<file path="config.mk">
export PLATFORM = sky130hd
export DESIGN_NAME = mult_unit
export DESIGN_NICKNAME = d
export VERILOG_FILES = /design/src/rtl/mult_unit.sv
export SDC_FILE = /design/constraint.sdc
export NUM_CORES = 1
export LEC_CHECK = 0
export BUFFER_PORTS_ARGS = -buffer_cell sky130_fd_sc_hd__buf_4
export CORE_ASPECT_RATIO = 0.9
export CORE_UTILIZATION = 45
export DETAILED_ROUTE_END_ITERATION = 12
export PLACE_DENSITY = 0.64
export SLEW_MARGIN = 5
export SYNTH_ARGS = -nofsm -noshare
export SYNTH_HDL_FRONTEND = slang
export SYNTH_SLANG_ARGS = --single-unit
</file>
<file path="constraint.sdc">
create_clock -name clk -period 7.9 [get_ports clk]
set_input_delay 0 -clock clk [delete_from_list [all_inputs] [get_ports clk]]
set_output_delay 0 -clock clk [all_outputs]
set_load 0.005 [all_outputs]
</file>
<file path="src/rtl/mult_unit.sv">
// mult_unit: 32x32 radix-2 shift-add multiplier writing the HI/LO register pair.
module mult_unit (
  input  logic        clk,
  input  logic        reset,
  input  logic        start_mult,
  input  logic        mult_sign,
  input  logic [31:0] operand_a,
  input  logic [31:0] operand_b,
  output logic [31:0] hi,
  output logic [31:0] lo,
  output logic        busy,
  output logic        done
);
  typedef enum logic [1:0] {IDLE, RUN, DONE} state_t;
  state_t      state_q, state_d;
  logic [63:0] mcand_q, mcand_d, acc_q, acc_d, sum, res;
  logic [31:0] mplier_q, mplier_d, hi_q, hi_d, lo_q, lo_d, mag_a, mag_b;
  logic [4:0]  cnt_q, cnt_d;
  logic        neg_q, neg_d, busy_q, busy_d, done_q, done_d, accept;
  always_comb begin
    mag_a    = (mult_sign && operand_a[31]) ? -operand_a : operand_a;
    mag_b    = (mult_sign && operand_b[31]) ? -operand_b : operand_b;
    accept   = start_mult && state_q != RUN;
    sum      = acc_q + (mplier_q[0] ? mcand_q : 64'd0);
    res      = neg_q ? -sum : sum;
    state_d  = state_q;
    mcand_d  = mcand_q;
    mplier_d = mplier_q;
    acc_d    = acc_q;
    cnt_d    = cnt_q;
    neg_d    = neg_q;
    hi_d     = hi_q;
    lo_d     = lo_q;
    busy_d   = busy_q;
    done_d   = 1'b0;
    if (accept) begin
      state_d  = RUN;
      mcand_d  = {32'd0, mag_a};
      mplier_d = mag_b;
      neg_d    = mult_sign && (operand_a[31] ^ operand_b[31]);
      acc_d    = 64'd0;
      cnt_d    = 5'd0;
      busy_d   = 1'b1;
    end else if (state_q == RUN) begin
      acc_d    = sum;
      mcand_d  = mcand_q << 1;
      mplier_d = mplier_q >> 1;
      cnt_d    = cnt_q + 5'd1;
      // counter wrapping 31 -> 0 is the last multiplier bit
      if (cnt_q == 5'd31) begin
        {hi_d, lo_d} = res;
        done_d       = 1'b1;
        busy_d       = 1'b0;
        state_d      = DONE;
      end
    end else begin
      state_d = IDLE;
    end
  end
  always_ff @(posedge clk) begin
    if (reset) begin
      state_q  <= IDLE;
      mcand_q  <= 64'd0;
      mplier_q <= 32'd0;
      acc_q    <= 64'd0;
      cnt_q    <= 5'd0;
      neg_q    <= 1'b0;
      hi_q     <= 32'd0;
      lo_q     <= 32'd0;
      busy_q   <= 1'b0;
      done_q   <= 1'b0;
    end else begin
      state_q  <= state_d;
      mcand_q  <= mcand_d;
      mplier_q <= mplier_d;
      acc_q    <= acc_d;
      cnt_q    <= cnt_d;
      neg_q    <= neg_d;
      hi_q     <= hi_d;
      lo_q     <= lo_d;
      busy_q   <= busy_d;
      done_q   <= done_d;
    end
  end
  assign hi   = hi_q;
  assign lo   = lo_q;
  assign busy = busy_q;
  assign done = done_q;
endmodule

</file>
Yosys cells after proc, flatten, opt, wreduce, memory -nomap -nowiden
Index checks and enable logic that the tools add are counted.
Word-level totals
  register bits after elaboration: 234
  bits of input ports: 68
  output and inout port bits: 66
  word-level logic and storage cells: 49
Cells by class
  add/sub/neg operators: 5
  equal/unequal tests: 4
  muxes and demuxes: 15
  bitwise operators: 3
  reduce and logical (&&, ||, !) cells: 10
Operators by type and width (number)
  $mux W32: 6
  $mux W64: 2
  $add A64 B64 Y64: 1
  $neg A32 Y32: 2
  $neg A64 Y64: 1
  $mux W1: 7
  $add A5 B1 Y5 const B: 1
  $eq A5 B5 Y1 const B: 1
  $logic_and A1 B1 Y1: 4
  $reduce_bool A2 Y1: 2
  $ne A3 B2 Y1 const B: 1
  $reduce_and A3 Y1: 1
  $reduce_or A3 Y1: 1
  $eq A2 B1 Y1 const B: 1
  $ne A2 B1 Y1 const B: 1
  $not A1 Y1: 2
  $reduce_and A2 Y1: 1
  $reduce_or A2 Y1: 1
  $xor A1 B1 Y1: 1

Logic depth before layout (Yosys ltp)
Gate-level depths: netlist of run 1.
  depth in word-level cells: 4
  depth in mapped cells: 19
  depth with buffers taken out: 16

Worst setup path after synthesis of run 1
OpenSTA, ideal clock, no wires.
  path kind: reg-to-reg
  start: reg mplier_q[0]
  end: reg hi_q[31] (netlist: hi[31])
  setup time: 0.125 ns
  arrival: 4.457 ns
  required time: 7.775 ns
  slack: 3.318 ns
  cell stages (with the launch flop): 19
  buffers on the path: 2
  cells stage by stage: dfxtp_1 > clkbuf_1 > clkbuf_1 > and2_1 > ha_1 > inv_1 > fa_1 > nor2b_1 > o31a_1 > o21ai_1 > a2111oi_4 > nor2_2 > o21ai_0 > xor2_1 > nor4_1 > or4b_4 > o41ai_2 > xnor2_1 > o21ai_1
Between the ends
  cells in the longest elaborated chain, start to end: 4
Ends and longest elaborated chain
  start: declaration: RTL line 17  | logic [31:0] mplier_q, mplier_d, hi_q, hi_d, lo_q, lo_d, mag_a, mag_b;
  start signal: assignment: RTL line 75  | mplier_q <= mplier_d;
  $mux W64 *: RTL line 24  | sum = acc_q + (mplier_q[0] ? mcand_q : 64'd0);
  $add A64 B64 Y64 *: RTL line 24
  $neg A64 Y64: RTL line 25  | res = neg_q ? -sum : sum;
  $mux W64 *: RTL line 25
  end signal: assignment: RTL line 79  | hi_q <= hi_d;
  end: declaration: RTL line 17
Mark *: on every way between the ends. The rest lies on a longest branch, timed or not.
A chain may end at the register's enable or synchronous reset.

Worst setup path in the final report of run 1
  start: reg mplier_q[0]
  end: reg hi_q[25] (netlist: hi[25])
The elaborated chain is that of the path after synthesis.

==> results.toml, run 1 <==
[run_status]
run_status = "finished clean"

[yosys]
syn_area_um2 = 16300
yosysUniqueCellTypes = 93
postSynthCellCount = 2238
syn_avg_cell_area_um2 = 7.28
ys_warn_count = 0
synth_top_area_share_pct = 28.7
synthFlopType = "dfxtp_1"
synth.most_common_cell = "nand2_1"
yosysTopAreaCell = "dfxtp_1"
synth_async_sr_flop_share_pct = 0
synth_edf_count = 0
synthTopCellsByArea = "dfxtp_1, a21oi_1, nand2_1"
yosysSeqAreaShare_pct = 28.7
synth_fp_nets = 2375
yosys-top-cells-count = "nand2_1, a21oi_1, dfxtp_1, nor2_1, o21ai_0"
ys_ff_latch = 234

[floorplan]
initial_core_util_pct = 46.1
boundaryPins = 134
num_rows = 65
die_area_um2 = 37000
coreArea_um2 = 35400
fp.dieW_um = 203
die_h_um = 183

[sta]
hold_violations = 0
hold_slack_ns = 0.323
setup_viol = 0
timing.fmax_mhz = 171
final_max_slew_viol_count = 0
rsz0062_at_grt = "no"
final.setup.tns_ns = 0
fin_skew_ns = 0.0345
period_minus_slack_ns = 5.86
post-route-period-util_pct = 74.2
worst_pin_slew_ns = 1.12
slew_headroom_pct = 24.8

[global_route]
grt_overflow = 0
antenna_found_initial = 0
track_usage_pct = 28.3
grt_max_degree = 219
grt_pass1_wl_um = 84200
grt_pass1_vias = 15109

[route]
firstDrtPassIters = 5
drt_iter0_markers = 1368
final_antenna_net_count = 0
detail_route.wl_per_cell_um = 18.5
totalWireLength_um = 53300
vias = 16728
drc = 0
viasPerCell = 5.81

[clock_tree]
cts_resized = 0
post_cts_buffers = 0
cts_num_sinks = 234
path_clk_slew_ns = 0.06
cts_made_buffers = 28
cts_tree = "yes"
postCtsHoldBufs = 128
cts_root_buffer = "clkbuf_16"
cts-htree-levels = 1
clk_latency_ns = 0.59
clk_path_buf_depth = 3

[power_and_ir_drop]
power.total_mw = 3.03
p_leak_nw = 7.76
power_density_nw_per_um2 = 155
ir_worst_vdd_mv = 0.148

[final_layout]
area_growth_pct = 20.4
fillers = 3342
instances_no_fill = 2878
nets = 2525
design_area_um2 = 19600
drive_gt1_share_pct = 10.4
antenna_cells = 0

[worst_setup_path]
required_ns = 8.34
critPathMaxFanout = 26
arrival_ns = 6.30
cp-end-kind = "flop"
start_kind = "flop"
path_class = "reg -> reg"

[placed_design]
postPlaceCellArea_um2 = 17400
dp_hpwl_um = 38200
port_buffers = 133
finalWeightedCongestion = 0.957
dp.cells = 2699

[hold_path]
hold_class = "in -> reg"

[run]
drv_cap = 0
## path summary, 6_finish.rpt
| kind | cells after the start | slack (ns) | startpoint | to |
|---|---|---|---|---|
| max | 17 | 2.04 | mplier_q[0]$_SDFFE_PP0P_ | hi[25]$_SDFFE_PP0P_ |
| min | 4 | 0.32 | operand_a[0] | mcand_q[0]$_SDFFE_PP0P_ |
| max reg2reg | 17 | 2.04 | mplier_q[0]$_SDFFE_PP0P_ | hi[25]$_SDFFE_PP0P_ |
| min reg2reg | 2 | 0.45 | lo[26]$_SDFFE_PP0P_ | lo[26]$_SDFFE_PP0P_ |
## report_power, final
group	total, mW	leakage (nW)	internal [mW]	switching [mW]
logic	0.451	5.39	0.183	0.268
clock network	1.35	0.470	0.795	0.551
registers	1.24	1.90	1.21	0.0260
## sequential cells by signal (all words and copies together), names as in the netlist
name and flops:
cnt_q 5, busy 1, acc_q 64, state_q 2, mcand_q 64, hi 32, lo 32, done 1
mplier_q 32, neg_q 1
## layout by cell type, fill, tap and decap left out, drive strengths merged, types with 6 or more instances in the layout
master	instances
or2	14
and2	76
nor3	47
o31ai	29
o41ai	14
nor4	16
a311oi	17
o21a	17
o2111ai	6
o211ai	9
buf	144
xnor2	71
dfxtp	234
or3	28
nand2	341
ha	68
clkbuf	39
a21oi	275
nor2b	11
a2111oi	6
a21boi	7
a31oi	11
a21o	24
a211o	7
inv	33
xor2	84
nand3	30
clkinv	8
a211oi	65
a22o	6
nand2b	7
nor2	231
nand4	41
dlygate4sd3	128
o21ai	162
or4	9
and3	16
## kinds of logic after synthesis
kind of cell             count (synthesis)  synth area share (%)
flip-flops                             234                  28.7
multiplexers                             8                 0.522
buffers and inverters                  186                  4.71
adder cells (fa/ha/maj)                 69                  5.34
AO/OA/AOI/OAI                          696                  26.8
XOR/XNOR                               155                  8.33
AND/OR/NAND/NOR                        890                  25.5
## worst max-delay path, cell delays in order, from the launching register on
cell	delay, ns
dfxtp_1	0.60
buf_4	0.33
and2_1	0.17
ha_1	0.18
inv_1	0.06
fa_1	0.41
nor2b_1	0.21
o31a_1	0.23
o211ai_2	0.19
o2111ai_2	0.53
xor2_1	0.28
a2111oi_2	0.43
nand3_1	0.23
nor3_1	0.52
nand4_1	0.56
o41ai_1	0.52
xor2_1	0.17
o21ai_0	0.09
## metrics by stage
step	utilization [%]	worst slack [ns]
final	55.5	2.04
after global routing	55.5	1.43
after CTS	55.5	2.09
after detailed placement	49.1	2.13
after global placement	49.1	2.36
after floorplan	-	3.32
## cell type report
cell class | instances | area [um^2] | area share (%)
clock buffers | 39 | 822 | 4.19
clock inverters | 12 | 150 | 0.765
inverters | 34 | 128 | 0.650
multi-input cells | 1818 | 10900 | 55.4
flip-flops and latches | 234 | 4690 | 23.9
repair buffers | 272 | 2370 | 12.1
well taps | 469 | 587 | 2.99
## layer usage
| layer | vias up | track usage, % | share of wire [%] |
|---|---|---|---|
| li1 | 8253 | - | - |
| met1 | 7885 | 42.0 | 49 |
| met2 | 537 | 43.5 | 43 |
| met3 | 53 | 3.75 | 6.6 |
| met4 | 0 | 5.29 | 1.7 |
| met5 | - | 0 | 0 |
Power figures use the tool's default switching activity.
==> run 2: changes to the inputs <==
==> constraint.sdc (replaced) <==
create_clock -name clk -period 6 [get_ports clk]
set_input_delay 0 -clock clk [delete_from_list [all_inputs] [get_ports clk]]
set_output_delay 0 -clock clk [all_outputs]
set_load 0.005 [all_outputs]
==> run 2 against run 1 <==
Against the previous run: global-route usage increased by 1.1 points; fmax increased by 11%; highest routed layer unchanged; via count is 0.92% higher; sequential power increased by 31%; critical path depth fell by 1; flip-flop and latch count stayed put; sequential share of layout area shrank 0.086 points; register-to-register slack worse by 1.3 ns; clock skew is 0.022 ns lower; clock-buffer cell count shrank 8; wire length increased by 3.9%; combinational power up 33%.
==> results.toml, run 2 (synthesis gave the netlist of run 1 again) <==
[route]
drc = 0
detail_route.wl_per_cell_um = 19.1
drt_iter0_markers = 1322
viasPerCell = 5.84
totalWireLength_um = 55300
final_antenna_net_count = 0
vias = 16882
firstDrtPassIters = 5

[global_route]
antenna_found_initial = 1
grt_pass1_wl_um = 86500
grt_overflow = 0
grt_pass1_vias = 15554
track_usage_pct = 29.4
grt_max_degree = 103

[clock_tree]
clk_latency_ns = 0.57
cts_root_buffer = "clkbuf_16"
path_clk_slew_ns = 0.07
cts_tree = "yes"
cts_num_sinks = 234
cts_made_buffers = 26
cts-htree-levels = 1
clk_path_buf_depth = 3

[sta]
post-route-period-util_pct = 88.2
final_max_slew_viol_count = 0
fin_skew_ns = 0.0124
hold_violations = 0
period_minus_slack_ns = 5.29
final.setup.tns_ns = 0
worst_pin_slew_ns = 1.09
fin_ws_ns = 0.706
rsz0062_at_grt = "no"
hold_slack_ns = 0.0422
slew_headroom_pct = 26.9
timing.fmax_mhz = 189
setup_viol = 0

[floorplan]
num_rows = 65
fp.dieW_um = 203
die_area_um2 = 37000
coreArea_um2 = 35400
initial_core_util_pct = 46.1
die_h_um = 183
boundaryPins = 134

[run_status]
run_status = "finished clean"

[worst_setup_path]
reg2reg_slack_ns = 0.71
cp-end-kind = "flop"
r2r_start = "mplier_q[0]$_SDFFE_PP0P_"
path_class = "reg -> reg"
worstRegToRegCells = 16
rr_endpoint = "hi[19]$_SDFFE_PP0P_"
critPathMaxFanout = 40
start_kind = "flop"
arrival_ns = 5.73
required_ns = 6.43

[power_and_ir_drop]
p_leak_nw = 7.82
power_density_nw_per_um2 = 203
ir_worst_vdd_mv = 0.181

[placed_design]
dp.cells = 2722
dp_slack_ns = 0.826
port_buffers = 133
finalWeightedCongestion = 1.01
dp_hpwl_um = 40600

[run]
drv_cap = 0

[final_layout]
drive_gt1_share_pct = 11.3
reg_top3 = "acc_q: 64 flops, mcand_q: 64 flops"
final_common_cell = "nand2_1"
instances_no_fill = 2891
nets = 2539
mostFrequentLayoutCells = "nand2_1, a21oi_1, dfxtp_1"
antenna_cells = 0
area_growth_pct = 20.9

[hold_path]
hold_class = "in -> reg"
worstHoldStart = "start_mult"
hold_depth = 3
hold-path-endpoint = "busy$_SDFFE_PP0P_"
-- run 2: changes by cell type in the layout (fill, tap and decap cells not counted) --
| cell | before | now |
|---|---|---|
| buf_4 | 143 | 167 |
| dlygate4sd3_1 | 128 | 121 |
| clkbuf_8 | 8 | 4 |
| inv_6 | 0 | 4 |
| bufinv_16 | 2 | 4 |
| clkbuf_1 | 3 | 1 |
| clkbuf_16 | 28 | 26 |
| clkinv_2 | 4 | 2 |
| buf_12 | 1 | 0 |
| clkinv_4 | 2 | 3 |
-- run 2: worst max-delay path, stage by stage, from the launching register on --
cell      delay [ns]
dfxtp_1         0.35
buf_4           0.37
and2_1          0.21
ha_1            0.33
a21oi_2         0.22
o21ai_0         0.25
a22oi_1         0.42
o211ai_1        0.28
or4b_2          0.71
nand3_1         0.22
nand3_1         0.15
nor4b_1         0.43
nand4_1         0.15
buf_4           0.22
o21ai_0         0.21
xor2_1          0.45
o21ai_0         0.13
-- run 2: how the worst max path moves through the flow --
stage	slack (ns)	from	endpoint	cells after the start
6_report	0.71	mplier_q[0]$_SDFFE_PP0P_	hi[19]$_SDFFE_PP0P_	16
3_5_place_dp	0.83	mplier_q[0]$_SDFFE_PP0P_	hi[30]$_SDFFE_PP0P_	15
2_1_floorplan	1.42	mplier_q[0]$_SDFFE_PP0P_	hi[31]$_SDFFE_PP0P_	18
5_1_grt	0.36	mplier_q[0]$_SDFFE_PP0P_	hi[30]$_SDFFE_PP0P_	15
4_1_cts	0.81	mplier_q[0]$_SDFFE_PP0P_	hi[30]$_SDFFE_PP0P_	15
3_3_place_gp	0.87	mplier_q[0]$_SDFFE_PP0P_	hi[19]$_SDFFE_PP0P_	16
-- run 2: per-stage QoR --
stage	utilization, %	cell area (um^2)	power [mW]
floorplan	-	16300	2.00
CTS	55.7	19700	4.02
detailed placement	49.6	17500	2.18
finish	55.7	19700	4.00
global placement	49.6	17500	2.17
global route	55.7	19700	4.16
-- run 2: metal layers --
| layer | vias to the layer above | global-route usage, % | part of all wire (%) | wire length (um) |
|---|---|---|---|---|
| li1 | 8297 | - | - | - |
| met3 | 73 | 7.14 | 8.6 | 4760 |
| met5 | - | 0 | 0 | 0 |
| met1 | 7922 | 42.1 | 48 | 26500 |
| met4 | 0 | 6.14 | 2.0 | 1100 |
| met2 | 590 | 44.5 | 42 | 23000 |
-- run 2: timing repair --
action,in CTS,in global routing
hold buffers,121,0
resized for setup,0,0
setup buffers,0,0
hold endpoints to repair,65,0
-- run 2: area by class of cell --
type,count,area (um^2)
multi-input cells,1818,10900
inverters,34,128
well taps,469,587
repair buffers,288,2460
flip-flops and latches,234,4690
fillers,3386,15700
clock buffers,31,709
clock inverters,17,244
-- run 2: power by group --
group,total (mW),switching [mW],internal (mW)
registers,1.63,0.0393,1.59
clock network,1.77,0.731,1.03
logic,0.602,0.358,0.244
total,4.00,1.13,2.87
==> run 3: changes to the inputs <==
--- a/config.mk
+++ b/config.mk
@@ -7,9 +7,9 @@
 export LEC_CHECK = 0
 export BUFFER_PORTS_ARGS = -buffer_cell sky130_fd_sc_hd__buf_4
 export CORE_ASPECT_RATIO = 0.9
-export CORE_UTILIZATION = 45
+export CORE_UTILIZATION = 55
 export DETAILED_ROUTE_END_ITERATION = 12
-export PLACE_DENSITY = 0.64
+export PLACE_DENSITY = 0.75
 export SLEW_MARGIN = 5
 export SYNTH_ARGS = -nofsm -noshare
 export SYNTH_HDL_FRONTEND = slang
==> run 3 against run 2 <==
Against the previous run: fmax down 1.8%; clock-buffer cell count grew 3; hold slack better by 0.039 ns; first-iteration DRC count grew 36%; wire length grew 7.6%; cell area fell by 0.86%; combinational power increased by 5.6%; clock skew grew 0.0020 ns; non-clock buffer count decreased by 4; critical path depth down 1; largest cell class unchanged; highest routed layer unchanged.
==> results.toml, run 3 (synthesis gave the netlist of run 1 again) <==
[run_status]
run_status = "finished clean"

[clock_tree]
path_clk_slew_ns = 0.06
cts_tree = "yes"
cts_root_buffer = "clkbuf_16"
postCtsHoldBufs = 122
post_cts_buffers = 0
cts-htree-levels = 1
clk_path_buf_depth = 3
cts_resized = 0
cts_num_sinks = 234
clk_latency_ns = 0.57
cts_made_buffers = 25

[route]
vias = 17831
met1_length_um = 26200
viasPerCell = 6.34
detail_route.wl_per_cell_um = 21.2
drc = 0
wl_met2_um = 25000
firstDrtPassIters = 6
dr_wl_met3_um = 6300
final_antenna_net_count = 0
drt_iter0_markers = 1800
totalWireLength_um = 59500
top_layer_used = "met4"

[global_route]
track_usage_pct = 38.2
grt_pass1_vias = 16234
grt_overflow = 0
antenna_found_initial = 0
grt_max_degree = 219
grt_pass1_wl_um = 90900

[placed_design]
finalWeightedCongestion = 1.01
dp_slack_ns = 0.806
dp_hpwl_um = 38900
postPlaceCellArea_um2 = 17400
port_buffers = 133

[sta]
slew_headroom_pct = 17.0
worst_pin_slew_ns = 1.23
final.setup.tns_ns = 0
hold_violations = 0
rsz0062_at_grt = "no"
setup_viol = 0
final_max_slew_viol_count = 0
fin_ws_ns = 0.607
timing.fmax_mhz = 185
period_minus_slack_ns = 5.39
post-route-period-util_pct = 89.9
fin_skew_ns = 0.0143

[power_and_ir_drop]
power.total_mw = 3.96
power_frac_comb_pct = 16.1
intPower_mw = 2.83
power_density_nw_per_um2 = 203
power_frac_clock_pct = 42.6
power_switching_share_pct = 28.5
seqPwrFrac_pct = 41.3
ir_worst_vdd_mv = 0.245
p_leak_nw = 7.79
switching_power_mw = 1.13

[final_layout]
design_area_um2 = 19500
nets = 2534
fin_util_pct = 67.3
mostFrequentLayoutCells = "nand2_1, a21oi_1, dfxtp_1"
antenna_cells = 0
drive_gt1_share_pct = 10.8
final_common_cell = "nand2_1"
area_growth_pct = 19.8
reg_top3 = "acc_q: 64 flops, mcand_q: 64 flops"

[worst_setup_path]
path_class = "reg -> reg"
critPathMaxFanout = 63
reg2reg_slack_ns = 0.61
required_ns = 6.39
cp-end-kind = "flop"
arrival_ns = 5.78
cp_top_family = "compound AO/OA/AOI/OAI gates"
path_buf_inv = 1
critPathSlowestCell = "xor2_1"
max_stage_delay_ns = 0.52
start_kind = "flop"
crit_chain = "buf_12 -> and2_1 -> ha_1 -> and2_1 -> a221o_2 -> nand3_1 -> o2111ai_2 -> a211oi_2 -> xor2_1 -> o2111ai_1 -> nor4b_2 -> nand4_1 -> o31ai_1 -> xor2_1 -> o21ai_0"

[floorplan]
fp.dieW_um = 183
initial_core_util_pct = 56.2
die_area_um2 = 30300
boundaryPins = 134
coreArea_um2 = 29000
die_h_um = 165
num_rows = 59

[hold_path]
hold_class = "in -> reg"

[run]
drv_cap = 0
-- run 3: cell count changes in the layout (fill, tap and decap cells not counted), sizes merged --
cell         before  now
buf             167  162
clkbuf           31   34
inv              37   34
clkinvlp          3    1
dlygate4sd3     121  122
-- run 3: path summary, 6_finish.rpt --
path / to / from / cells past startpoint
setup / recovery: hi[24]$_SDFFE_PP0P_ / mplier_q[0]$_SDFFE_PP0P_ / 15
hold / removal: mcand_q[26]$_SDFFE_PP0P_ / start_mult / 5
hold reg to reg: lo[25]$_SDFFE_PP0P_ / lo[25]$_SDFFE_PP0P_ / 2
setup reg to reg: hi[24]$_SDFFE_PP0P_ / mplier_q[0]$_SDFFE_PP0P_ / 15
-- run 3: final cells by class --
class                      count  area (um^2)
clock buffer                  34          699
clock inverter                12          178
fill                        2355         9480
inverter                      34          128
multi-input combinational   1818        10900
sequential                   234         4690
tap                          396          495
timing repair buffer         284         2460
-- run 3: power groups by stage --
stage	Combinational (mW)	Sequential [mW]	Clock [mW]
2_1_floorplan	0.355	1.64	0
3_3_place_gp	0.502	1.66	0
3_5_place_dp	0.514	1.66	0
4_1_cts	0.591	1.63	1.69
5_1_grt	0.679	1.64	1.76
6_report	0.636	1.63	1.69
-- run 3: tightest hold or removal path, delay by kind of cell --
kind,cells,cell delay [ns]
buffers and inverters,1,0.24
AOI/OAI and AO/OA,2,0.16
and+or+nand+nor,2,0.18
-- run 3: metrics by stage --
| step | std cells | hold slack (ns) |
|---|---|---|
| 2_1_floorplan | 2238 | 0.171 |
| 3_3_place_gp | 2644 | 0.305 |
| 3_5_place_dp | 2644 | 0.324 |
| 4_1_cts | 2812 | 0.00560 |
| 5_1_grt | 2812 | 0.113 |
| 6_report | 2812 | 0.0815 |
-- run 3: layer usage --
metal  global-route usage [%]  vias up
met1                     53.9     8334
li1                         -     8284
met3                     7.61      181
met4                     12.8        0
met2                     57.7     1032
met5                        0        -
